`config.mk`:
```
export PLATFORM = sky130hd
export DESIGN_NAME = sl3p_user_ctrl_arb
export DESIGN_NICKNAME = d
export VERILOG_FILES = /design/src/rtl/sl3p_user_ctrl_arb.sv
export SDC_FILE = /design/constraint.sdc
export NUM_CORES = 1
export LEC_CHECK = 0
export ABC_AREA = 0
export CAP_MARGIN = 20
export CORE_AREA = 3 3 194 196
export CTS_BUF_LIST = sky130_fd_sc_hd__clkbuf_4 sky130_fd_sc_hd__clkbuf_8
export CTS_CLUSTER_DIAMETER = 60
export DETAILED_ROUTE_END_ITERATION = 10
export DIE_AREA = 0 0 197 199
export PLACE_DENSITY_LB_ADDON = 0.05
export SYNTH_ARGS = -nofsm -noshare
export SYNTH_HDL_FRONTEND = slang
export SYNTH_SLANG_ARGS = --single-unit
```
`constraint.sdc`:
```
create_clock -name tx_clk -period 4.4 [get_ports tx_clk]
set_clock_uncertainty 0.05 [all_clocks]
set_input_delay 1.32 -clock tx_clk [delete_from_list [all_inputs] [get_ports tx_clk]]
set_output_delay 1.32 -clock tx_clk [all_outputs]
set_load 0.1 [all_outputs]
```
`src/rtl/sl3p_user_ctrl_arb.sv`:
```
// sl3p_user_ctrl_arb: round-robin sharing of the SerialLite III TX user-control sideband
module sl3p_user_ctrl_arb #(
  parameter int NUM_REQ = 4,
  parameter int LANES   = 2,
  parameter int CTRL_W  = LANES * 48,
  parameter int TO_BITS = 10
) (
  input  logic                      tx_clk,
  input  logic                      tx_arst_n,
  input  logic [NUM_REQ-1:0]        req_valid,
  input  logic [NUM_REQ*CTRL_W-1:0] req_data,
  output logic [NUM_REQ-1:0]        req_ready,
  input  logic                      tx_halt,
  output logic [CTRL_W-1:0]         tx_user_ctrl,
  output logic                      tx_user_ctrl_req,
  input  logic                      tx_user_ctrl_ack,
  output logic                      busy,
  output logic                      timeout_err,
  output logic [2:0]                timeout_id,
  output logic [7:0]                timeout_cnt
);
  typedef enum logic {IDLE, REQ} state_t;
  localparam logic [TO_BITS-1:0] TO_LAST = TO_BITS'(2**TO_BITS - 2);
  state_t state;
  logic [2:0] ptr, win, nxt, nxt_inc, off;
  logic [3:0] sum;
  logic [NUM_REQ-1:0] win_oh, cand, rot;
  logic [CTRL_W-1:0] nxt_data;
  logic [TO_BITS-1:0] to_ctr;
  logic grant, done;

  // one-hot of the registered winner: drives req_ready and masks it out of back-to-back
  always_comb begin
    win_oh = '0;
    for (int i = 0; i < NUM_REQ; i++) win_oh[i] = (win == 3'(i));
  end

  assign req_ready = (state == REQ && tx_user_ctrl_ack) ? win_oh : '0;
  assign busy = tx_user_ctrl_req;

  // round-robin search from ptr; grant in IDLE or on ack (back-to-back), never while halted
  always_comb begin
    cand = state == REQ ? req_valid & ~win_oh : req_valid;
    rot = NUM_REQ'({cand, cand} >> ptr);
    off = '0;
    for (int j = NUM_REQ - 1; j >= 0; j--) if (rot[j]) off = 3'(j);
    sum = {1'b0, ptr} + {1'b0, off};
    nxt = sum >= 4'(NUM_REQ) ? 3'(sum - 4'(NUM_REQ)) : sum[2:0];
    nxt_inc = nxt == 3'(NUM_REQ - 1) ? 3'd0 : nxt + 3'd1;
    nxt_data = '0;
    for (int i = 0; i < NUM_REQ; i++) if (nxt == 3'(i)) nxt_data = req_data[i*CTRL_W +: CTRL_W];
    grant = |cand && !tx_halt && (state == IDLE || tx_user_ctrl_ack);
    done = state == REQ && (tx_user_ctrl_ack || to_ctr == TO_LAST);
  end

  // grant, hold until ack, back-to-back reload and ack-timeout abandonment (ack beats timeout)
  always_ff @(posedge tx_clk or negedge tx_arst_n) begin
    if (!tx_arst_n) begin
      state            <= IDLE;
      ptr              <= '0;
      win              <= '0;
      to_ctr           <= '0;
      tx_user_ctrl     <= '0;
      tx_user_ctrl_req <= 1'b0;
      timeout_err      <= 1'b0;
      timeout_id       <= '0;
      timeout_cnt      <= '0;
    end else begin
      timeout_err <= 1'b0;
      if (grant) begin
        state            <= REQ;
        win              <= nxt;
        ptr              <= nxt_inc;
        tx_user_ctrl     <= nxt_data;
        tx_user_ctrl_req <= 1'b1;
        to_ctr           <= '0;
      end else if (done) begin
        state            <= IDLE;
        tx_user_ctrl_req <= 1'b0;
        to_ctr           <= '0;
        if (!tx_user_ctrl_ack) begin
          timeout_err <= 1'b1;
          timeout_id  <= win;
          timeout_cnt <= timeout_cnt + 8'(timeout_cnt != 8'hff);
        end
      end else if (state == REQ) begin
        to_ctr <= to_ctr + TO_BITS'(1);
      end
    end
  end
endmodule
```
==> results.cfg, run 1 <==
[clock_tree]
htreeDepth = 4
cts_hold_buf = 0
root_buffer = clkbuf_8
clkTransAtPathRegs_ns = 0.08
numCtsBuffers = 17
clock_sinks = 125
clock_latency_ns = 0.45
cts_buffer_depth = 2
cts_tree = done

[timing]
slew-limit-headroom = 0.2736
max_freq_ghz = 0.2281
hold_viol_final = 0
report.final.setup_viol = 0
finalMaxSlewViolations = 0
period_share = 0.9966
min_period_ns = 4.385
worst-slew-pin-transition_ns = 1.086

[grt]
grt_pass1_wl_um = 61910
grt_max_degree = 72
antenna_found_initial = 5
overflow = 0
gr-usage-all-layers = 0.2044
grt_pass1_vias = 10155

[setup_path]
crit_path_end_kind = flop
required_ns = 4.74
path_buf_inv = 5
cp-start-kind = input pin
cp_slowest_cell = fa_1
crit_top_cell = buf_4
arrival_ns = 4.72
crit_type = input pin to flop
crit_family = compound AO/OA/AOI/OAI gates
path_max_fanout = 14
critPathMaxStageDelay_ns = 0.45
path_cells = clkdlybuf4s50_1, and3b_1, a32o_1, a211o_1, o31ai_1, buf_4, fa_1, buf_4, ha_4, buf_12, buf_4, a221o_1, a21oi_2, mux2_2

[floorplanning]
ios = 506
core-area_um2 = 36260
die-width_um = 197
fp.dieH_um = 199
rows = 70
start_util = 0.2561
dieArea_um2 = 39200

[cells_and_area]
multi_input_area_um2 = 5440
syn_to_final_growth_pct = 72.73
seqCellArea_um2 = 3129
fill_cells = 3576
layout.nets = 1945
layout.cells.most_common = clkdlybuf4s50_1
final_area_um2 = 16040
final_cell_mix = clkdlybuf4s50_1, a21oi_1, dfrtp_1
final_layout_size_suffix_gt1_frac = 0.1588

[placed_design]
place_hpwl_um = 31890
placed_cell_area_um2 = 15500
portBuffers = 505
globalplace.congestion = 0.8524

[logic_synthesis]
synth_area_leader_cell = dfrtp_1
ys_warn_count = 0
ys_ff_latch = 125
synth-edff-count = 0
synthesis.area_um2 = 9286
synth_top_cells_by_area = dfrtp_1, mux2_4, a21oi_1
synthesis.instances = 1041
ys.flop_type = dfrtp_1
ys_seq_area_frac = 0.3368
synthDistinctLibCells = 49
syn_area_per_cell_um2 = 8.921
synth.net_count = 1444
synth_top_area_share = 0.3368
async_reset_ff_frac = 1.000

[routing]
vias_per_cell = 4.901
ant_nets = 0
firstDrtPassIters = 5
wl_per_cell_um = 20.77
drtIter0Drc = 361
dr_total_vias = 9920
drc = 0
wirelength_um = 42040

[min_path]
hold_path_class = flop to flop

[job]
drv_cap = 0

[run_status]
outcome = completed
[synth_stat cells, types with 5 or more instances]
cell      number
o21ai_0       15
dfrtp_1      125
nand3_1        6
a221o_1       96
nor2_1         5
nand4_1        8
inv_1        111
buf_2          6
mux2_2        38
nand2b_1       5
nand3b_1      97
ha_1          10
nand2_1      104
xnor2_1        6
a21oi_1      196
clkbuf_1      82
buf_6          7
mux2_4        68
[metrics by stage]
stage | hold slack [ns] | TNS, ns | util | setup slack [ns] | std cells
2_1_floorplan | 0.4420 | -0.8907 | - | -0.02974 | 1041
3_3_place_gp | 0.4332 | -33.49 | 0.4274 | -0.5141 | 1988
3_5_place_dp | 0.4380 | -31.90 | 0.4274 | -0.5043 | 1988
4_1_cts | 0.4495 | 0 | 0.4398 | 0.05646 | 2020
5_1_grt | 0.4660 | -0.7128 | 0.4424 | -0.05245 | 2024
6_report | 0.4425 | 0 | 0.4424 | 0.01513 | 2024
[final timing paths]
path                                            start                           end  slack, ns  depth (start not counted)
max                                      req_valid[0]  tx_user_ctrl[11]$_DFFE_PN0P_       0.02                         14
min                        timeout_cnt[6]$_DFFE_PN0P_    timeout_cnt[6]$_DFFE_PN0P_       0.44                          1
max reg2reg                        win[0]$_DFFE_PN0P_  tx_user_ctrl[11]$_DFFE_PN0P_       0.36                         13
min reg2reg                timeout_cnt[6]$_DFFE_PN0P_    timeout_cnt[6]$_DFFE_PN0P_       0.44                          1
max in group asynchronous                   tx_arst_n  tx_user_ctrl[11]$_DFFE_PN0P_       2.75                          2
min in group asynchronous                   tx_arst_n    timeout_cnt[5]$_DFFE_PN0P_       0.75                          1
[sequential cells by signal, summed over array words and instances, names as in the netlist]
signal and count:
tx_user_ctrl 96, to_ctr 10, timeout_cnt 8, ptr 3, timeout_id 3, win 3
state 1, timeout_err 1
[metal layers]
layer  track usage  wire, um
met1        0.2481     17150
met2        0.3511     20760
met3       0.06623      3284
met4       0.05333       796
met5             0        55
[cell families (layout without fill, tap and decap cells)]
family	count (synthesis)	after routing	share of synthesized area
xor gates and xnor gates	6	6	0.005659
adders and majority gates	11	11	0.01563
other	0	1	0
muxes	108	108	0.1582
AOI/OAI and AO/OA	329	329	0.2370
DFF	125	125	0.3368
buffers and inverters	212	726	0.09297
and+or+nand+nor	250	250	0.1537
[final cells by class]
type,instances,share of cell area
antenna,1,0.0001560
clock buffer,19,0.01591
clock inverter,13,0.01178
inverter,111,0.02598
multi-input combinational,704,0.3392
sequential,125,0.1951
tap,468,0.03651
timing repair buffer,583,0.3754
[repair_timing]
| action | CTS | global route |
|---|---|---|
| cloned | 0 | 1 |
| pin swaps | 0 | 2 |
| buffers inserted | 0 | 2 |
| gates resized for setup | 1 | 11 |
| setup endpoints to repair | 1 | 89 |
Power of run 1 is not shown: default switching activity piles up to over one toggle a cycle in this logic, so the estimate is an artifact.
==> inputs of run 2 (changes only) <==
--- a/config.mk
+++ b/config.mk
@@ -13,6 +13,7 @@
 export DETAILED_ROUTE_END_ITERATION = 10
 export DIE_AREA = 0 0 197 199
 export PLACE_DENSITY_LB_ADDON = 0.05
+export SLEW_MARGIN = 20
 export SYNTH_ARGS = -nofsm -noshare
 export SYNTH_HDL_FRONTEND = slang
 export SYNTH_SLANG_ARGS = --single-unit
==> results of run 2 <==
The final DEF is identical to that of run 1; final timing and power are the same.
Power of run 2 is left out for the same reason.
